**config.mk**
```make
export PLATFORM = sky130hd
export DESIGN_NAME = ps2_keyboard_decoder
export DESIGN_NICKNAME = d
export VERILOG_FILES = /design/src/rtl/ps2_keyboard_decoder.sv
export SDC_FILE = /design/constraint.sdc
export NUM_CORES = 1
export LEC_CHECK = 0
export CORE_ASPECT_RATIO = 1.25
export CORE_MARGIN = 1
export CORE_UTILIZATION = 58
export CTS_CLUSTER_DIAMETER = 150
export DETAILED_ROUTE_END_ITERATION = 7
export PLACE_DENSITY = 0.81
export REMOVE_ABC_BUFFERS = 1
export SYNTH_ARGS = -nofsm -noshare
export SYNTH_HDL_FRONTEND = slang
export SYNTH_SLANG_ARGS = --single-unit
```
**constraint.sdc**
```tcl
create_clock -name CLK -period 2.35 [get_ports CLK]
set_clock_uncertainty 0.15 [all_clocks]
set_input_delay 0.235 -clock CLK [delete_from_list [all_inputs] [get_ports CLK]]
set_output_delay 0.235 -clock CLK [all_outputs]
set_load 0.1 [all_outputs]
```
**src/rtl/ps2_keyboard_decoder.sv**
```systemverilog
// PS/2 keyboard frame receiver: strips E0/F0 prefixes and emits make codes as 1-cycle pulses.
// Optional odd-parity enforcement via `define PS2_PARITY_CHECK_EN; 4-cycle latency from pin fall on the stop bit.
module ps2_keyboard_decoder #(
  parameter int TIMEOUT_CYC = 85000,
  parameter int TO_W        = 17
) (
  input  logic       CLK,
  input  logic       RSTn,
  input  logic       ps2_clk_i,
  input  logic       ps2_dat_i,
  output logic [7:0] ps2_data_o,
  output logic       ps2_valid_o,
  output logic       ps2_ext_o,
  output logic       ps2_err_o
);

  typedef enum logic [1:0] {IDLE, DATA, PARITY, STOP} state_t;

  localparam logic [TO_W-1:0] TO_LAST = TO_W'(TIMEOUT_CYC - 1);

  logic [1:0]      clk_sync, dat_sync;
  logic            clk_prev;
  logic            fe, dat;

  state_t          state, state_nx;
  logic [2:0]      bitcnt, bitcnt_nx;
  logic [7:0]      shift, shift_nx;
  logic            par_bit, par_nx;
  logic [TO_W-1:0] to_cnt, to_nx;
  logic            byte_rdy, rdy_nx;
  logic            frame_err, ferr_nx;
  logic            parity_ok, timeout;
  logic            ext_f, brk_f;

  // Bus idles high, so presetting the synchronizers to 1 avoids a false edge out of reset.
  always_ff @(posedge CLK or negedge RSTn) begin
    if (!RSTn) begin
      clk_sync <= 2'b11;
      dat_sync <= 2'b11;
      clk_prev <= 1'b1;
    end else begin
      clk_sync <= {clk_sync[0], ps2_clk_i};
      dat_sync <= {dat_sync[0], ps2_dat_i};
      clk_prev <= clk_sync[1];
    end
  end

  assign fe  = clk_prev & ~clk_sync[1];
  assign dat = dat_sync[1];

`ifdef PS2_PARITY_CHECK_EN
  assign parity_ok = ^{shift, par_bit};
`else
  assign parity_ok = 1'b1;
`endif

  assign timeout = (state != IDLE) && !fe && (to_cnt == TO_LAST);

  always_ff @(posedge CLK or negedge RSTn) begin
    if (!RSTn) begin
      state     <= IDLE;
      bitcnt    <= '0;
      shift     <= '0;
      par_bit   <= 1'b0;
      to_cnt    <= '0;
      byte_rdy  <= 1'b0;
      frame_err <= 1'b0;
    end else begin
      state     <= state_nx;
      bitcnt    <= bitcnt_nx;
      shift     <= shift_nx;
      par_bit   <= par_nx;
      to_cnt    <= to_nx;
      byte_rdy  <= rdy_nx;
      frame_err <= ferr_nx;
    end
  end

  always_comb begin
    state_nx  = state;
    bitcnt_nx = bitcnt;
    shift_nx  = shift;
    par_nx    = par_bit;
    rdy_nx    = 1'b0;
    ferr_nx   = 1'b0;
    to_nx     = (state == IDLE || fe) ? '0 : to_cnt + 1'b1;
    case (state)
      IDLE: begin
        if (fe && !dat) begin
          state_nx  = DATA;
          bitcnt_nx = '0;
        end
      end
      DATA: begin
        if (fe) begin
          shift_nx  = {dat, shift[7:1]};
          bitcnt_nx = bitcnt + 3'd1;
          if (bitcnt == 3'd7) state_nx = PARITY;
        end
      end
      PARITY: begin
        if (fe) begin
          par_nx   = dat;
          state_nx = STOP;
        end
      end
      STOP: begin
        if (fe) begin
          state_nx = IDLE;
          if (dat && parity_ok) rdy_nx  = 1'b1;
          else                  ferr_nx = 1'b1;
        end
      end
      default: state_nx = IDLE;
    endcase
    // A falling edge in the timeout cycle takes precedence (timeout already excludes fe).
    if (timeout) begin
      state_nx = IDLE;
      ferr_nx  = 1'b1;
      to_nx    = '0;
    end
  end

  // Decode: the shift register still holds the byte in the cycle after byte_rdy.
  always_ff @(posedge CLK or negedge RSTn) begin
    if (!RSTn) begin
      ps2_data_o  <= 8'h00;
      ps2_valid_o <= 1'b0;
      ps2_ext_o   <= 1'b0;
      ps2_err_o   <= 1'b0;
      ext_f       <= 1'b0;
      brk_f       <= 1'b0;
    end else begin
      ps2_data_o  <= 8'h00;
      ps2_valid_o <= 1'b0;
      ps2_ext_o   <= 1'b0;
      ps2_err_o   <= frame_err;
      if (frame_err) begin
        ext_f <= 1'b0;
        brk_f <= 1'b0;
      end else if (byte_rdy) begin
        case (shift)
          8'h00: begin
            ps2_err_o <= 1'b1;
            ext_f     <= 1'b0;
            brk_f     <= 1'b0;
          end
          8'hE0: ext_f <= 1'b1;
          8'hF0: brk_f <= 1'b1;
          default: begin
            if (brk_f) begin
              ext_f <= 1'b0;
              brk_f <= 1'b0;
            end else begin
              ps2_data_o  <= shift;
              ps2_valid_o <= 1'b1;
              ps2_ext_o   <= ext_f;
              ext_f       <= 1'b0;
            end
          end
        endcase
      end
    end
  end

endmodule
```
* Word-level counts from Yosys, hierarchy flattened
Cells that the tools add are included.
Word-level totals: bits of input ports 4, word-level logic and storage cells 92, register bits after elaboration 50, output and inout bits 11
Operators by class: bitwise logic cells 2, reduce and logical (&&, ||, !) cells 17, mux-type cells 40, add/subtract/negate cells 2, equality and inequality tests 16
Operator list (number):
- 17-bit two-way mux | 2
- 8-bit two-way mux | 4
- 1-bit two-way mux | 22
- 17-bit by 1-bit adder with 17-bit output, second input constant | 1
- 17-bit == test, second input constant | 1
- 8-bit == test, second input constant | 2
- 2-bit two-way mux | 6
- 3-bit inequality test, second input constant | 4
- 8-bit logical NOT | 1
- 2-bit one-hot mux with 4 select lines | 1
- 3-bit two-way mux | 2
- 2-bit inequality test, second input constant | 3
- 3-bit one-hot mux with 2 select lines | 1
- 2-bit AND reduction | 3
- 2-bit nonzero test | 3
- 5-bit AND reduction | 1
- 2-bit == test, second input constant | 2
- 1-bit one-hot mux with 2 select lines | 2
- 3-bit by 1-bit adder with 3-bit output, second input constant | 1
- 3-bit == test, second input constant | 1
- 1-bit logical AND | 3
- 3-bit by 2-bit inequality test with 1-bit output, second input constant | 1
- 3-bit AND reduction | 1
- 3-bit OR reduction | 1
- 7 further kinds | 8

* Longest topological paths before layout
word-level depth 7, gate-level depth with buffers 7, gate-level depth less buffers 6

* Worst setup path before layout
OpenSTA, ideal clock, no wires.
path type register -> register, start point register state[1], end point register state[0], clock period less this slack 1905 ps, library setup time 126 ps, required time 2074 ps, path buffers 1, arrival 1629 ps, cell stages (with the launch flop) 7, path slack 445 ps, cell sequence dfrtp_1 inv_1 ha_1 clkbuf_1 o21ai_0 o311a_1 a311o_1
Between the ends: longest elaborated chain between the ends 5, elaborated cells between the ends (all ways) 15, those cells by class eq/ne: 8; mux: 2; reduce/logical: 5
RTL lines:
- start, declared | RTL line 25 | state_t state, state_nx;
- start signal, assigned | RTL line 69 | state <= state_nx;
- 2-bit nonzero test | RTL line 57 | assign timeout = (state != IDLE) && !fe && (to_cnt == TO_LAST);
- 1-bit logical AND (2 in a row) | RTL line 57
- 3-bit inequality test (no line) / 3-bit by 2-bit inequality test with 1-bit output (equally long branches)
- 5-bit AND reduction (no line)
Parallel ways exist; a longest one is shown, timed or not. A chain may end at the register's enable or synchronous reset.

* Worst setup path after layout
start point register to_cnt[0], end point register to_cnt[13]
Between the ends: longest elaborated chain between the ends 3, elaborated cells between the ends (all ways) 5, those cells by class add/sub: 1; eq/ne: 1; mux: 2; reduce/logical: 1
RTL lines:
- start, declared | RTL line 29 | logic [TO_W-1:0] to_cnt, to_nx;
- start signal, assigned | RTL line 73 | to_cnt <= to_nx;
- 17-bit by 1-bit adder with 17-bit output / 17-bit == test (equally long branches) | RTL line 86, 57
- 17-bit two-way mux / 1-bit logical AND (equally long branches) | RTL line 86, 57
- 17-bit two-way mux * | RTL line 117 | if (timeout) begin
- named net to_nx[13] | RTL line 29
Mark *: on every way through the listed nets, which the timed path passes. The rest lies on a longest branch.

==> results by group <==
STA
  • Max Fclk: between 400 and 500 MHz
  • Period Utilization, post-route: 89.6%
  • Worst rel slew slack: 44.5%
  • Worst-Margin Slew: 0.833 ns
  • Final worst slack: around 0.24 ns
  • Slew Limit Fails: 0
  • Hold Fails Final Rpt: 0
  • Unrepaired setup endpoints after global routing: no
  • Fin crit period: 2.11 ns
  • Setup tns final: 0 ns
  • Finish-stage setup viols: 0

Routing
  • Drt first pass iters: 4
  • Remaining antenna violation count after routing: 0
  • DRT Wirelength: around 4200 um
  • Post-detailed-route via-to-cell ratio: 6.15
  • Vias: 1592
  • Initial DRC count: 61
  • # DRC: 0
  • Routed wire per std cell: 16.1 um

Critical path
  • WS Path Type: flop to flop
  • WP data required: 2.37 ns
  • Crit path launch type: flop
  • Crit Path Max Fanout: 16
  • WP data arrival: 2.13 ns
  • Critical Path Sink Type: flop

Die
  • I/O Pins: 15
  • Core Region: roughly 0.0036 mm2
  • Die width: 57.8 um
  • DIE AREA: 0.00414 mm2
  • Rows: 24
  • DIE HEIGHT: 71.7 um
  • Starting Density: 62.6%

Final layout
  • FILL cells: 263
  • Ant. Diodes: 0
  • Final core occ: 70.3%
  • Final net count: 230
  • Layout cell share with drive strength beyond 1: 19.1%
  • Area Growth Syn to Fin: 12.4%

GRT
  • Met1 Use GR: 23.3%
  • Number of global-route vias before repair: roughly 1600
  • GR Layer Usage met2: 40.8%
  • Pin count of the biggest net entering global routing: 40
  • Grt total ovfl: 0
  • Initial antenna violation count: 0
  • GRT Overall Usage: approximately 22%
  • Gr busiest metal: met2
  • Met3 usage: ~5.4%
  • First-pass GRT wire length: 6900 um

Status
  • Status: completed

Synthesis
  • Netlist cell types: between 40 and 50
  • Synth area leader: dfrtp_1
  • Synth Flop Type: dfrtp_1
  • Post-Syn Area: 0.00225 mm2
  • Yosys Warn Count: 0
  • Ranking of synthesized cells by area: dfrtp_1 (50%), dfstp_2 (5.8%), mux2_2 (4.0%)
  • Avg Cell Area, Syn: 11.3 um2
  • FFs w/ async S/R, synth: 100%
  • Post-synth EDFFs: 0
  • Seq cells post-synth: 50
  • Cell count after synthesis: 200
  • Sequential area share after synthesis: 55.8%
  • Post-synth top area share: 49.9%

Worst hold path
  • Hold Path Class: input pin to flop

Clocking
  • CTS H-tree lvls: 2
  • Clk pin slew, worst setup/hold paths: 0.10 ns
  • Later-pin clock latency in the skew report: 0.31 ns
  • Clk sinks: 50
  • Total CTS buffers: 5
  • Clk buf depth: 2
  • CTS tree: built
  • Post_cts resized: 0
  • Root Buffer: clkbuf_8

Power and ir drop
  • Leakage: about 1.2 nW
  • Pwr Density: 877 mW/mm2
  • Worst IR Drop VDD: 0.615 mV
  • Overall power consumption: 2.22 mW

Place
  • DP Worst Slack: 0.275 ns
  • Placed wire-length estimate: 3050 um
  • Buffers on Ports: 14
  • GP Congestion: 0.900

Flow run
  • Max-cap violations: 0
critical path, stage by stage (launching register included):
cell	delay [ns]
dfrtp_1	0.39
ha_1	0.30
nand4_1	0.24
nand4b_1	0.33
nand2_1	0.44
a21oi_1	0.11
final cells by class:
type | instances | area (um2) | area share (%)
clock buffers | 5 | 68.8 | 2.72
clock inverters | 3 | 48.8 | 1.93
inverters | 5 | 18.8 | 0.741
multi-input cells | 140 | 958 | 37.8
flip-flops and latches | 50 | 1260 | 49.6
well taps | 39 | 48.8 | 1.93
repair buffers | 17 | 133 | 5.23
cells in the final DEF, fill, tap and decap left out, types with 2 or more instances in the layout:
| cell type | n |
|---|---|
| nand3_1 | 8 |
| nor4b_1 | 2 |
| a21oi_1 | 7 |
| clkdlybuf4s50_1 | 2 |
| and3_1 | 4 |
| a21o_1 | 2 |
| ha_1 | 7 |
| buf_4 | 13 |
| or3_1 | 2 |
| mux2_2 | 8 |
| nor2b_1 | 2 |
| and2_1 | 9 |
| dfrtp_1 | 45 |
| or4_1 | 3 |
| xor2_1 | 7 |
| inv_1 | 5 |
| o21ai_0 | 9 |
| dfstp_2 | 5 |
| nand4_1 | 6 |
| nand2b_1 | 5 |
| nor4_1 | 2 |
| nand2_1 | 11 |
| xnor2_1 | 5 |
| clkbuf_8 | 5 |
| nor2_1 | 20 |
layer usage:
metal / wire length [um] / vias up
met5: 0 / -
met3: 128 / 13
li1: - / 748
met1: 1650 / 798
met2: 2280 / 33
met4: 110 / 0
report_power, final:
| part | switching [mW] | internal [mW] |
|---|---|---|
| Clock | 0.291 | 0.324 |
| Sequential | 0.105 | 0.975 |
| Combinational | 0.308 | 0.219 |
| Total | 0.704 | 1.52 |
cell usage after synthesis, drive strengths merged, types with 2 or more instances:
master and count:
dfrtp 45, nor2 20, nand2 11, and2 9, nand3 9, o21ai 9, mux2 8, a21oi 7
ha 7, nand4 7, xor2 7, and3 5, dfstp 5, inv 5, nand2b 5, xnor2 5
clkbuf 4, or4 4, nor4b 3, a21o 2, nor2b 2, nor4 2, or3 2
worst paths after layout:
check / from / end / slack, ns / depth (start not counted)
hold reg to reg: dat_sync[0]$_DFF_PN1_ / dat_sync[1]$_DFF_PN1_ / 0.21 / 0
min in group asynchronous: RSTn / to_cnt[16]$_DFF_PN0_ / 0.41 / 2
max in group asynchronous: RSTn / ext_f$_DFFE_PN0P_ / 0.96 / 3
setup reg to reg: to_cnt[0]$_DFF_PN0_ / to_cnt[13]$_DFF_PN0_ / 0.24 / 5
hold / removal: ps2_clk_i / clk_sync[0]$_DFF_PN1_ / 0.18 / 1
setup / recovery: to_cnt[0]$_DFF_PN0_ / to_cnt[13]$_DFF_PN0_ / 0.24 / 5
cell families after synthesis:
kind of cell             after synthesis  share of synthesized area [%]
XOR/XNOR                              12                           4.66
buffers and inverters                 10                           1.72
multiplexers                           8                           4.00
AO/OA/AOI/OAI                         28                           7.88
flip-flops                            50                           55.8
adder cells (fa/ha/maj)                7                           3.88
AND/OR/NAND/NOR                       85                           22.1
sequential cells by signal, summed over array words and instances (netlist names):
signal,flops
bitcnt,3
brk_f,1
byte_rdy,1
clk_prev,1
clk_sync,2
dat_sync,2
ext_f,1
frame_err,1
ps2_data_o,8
ps2_err_o,1
ps2_ext_o,1
ps2_valid_o,1
shift,8
state,2
to_cnt,17
through the flow:
stage	cells	hold WS (ns)	area, um2
final	259	0.180	2530
after global routing	259	0.160	2530
after CTS	259	0.172	2530
after detailed placement	250	0.198	2410
after global placement	250	0.196	2410
after floorplan	195	-0.211	2230
repair_timing:
item,in CTS,in global routing
hold buffers,1,0
buffers inserted,0,0
hold endpoints to repair,33,0
(Power assumes the default switching activity.)
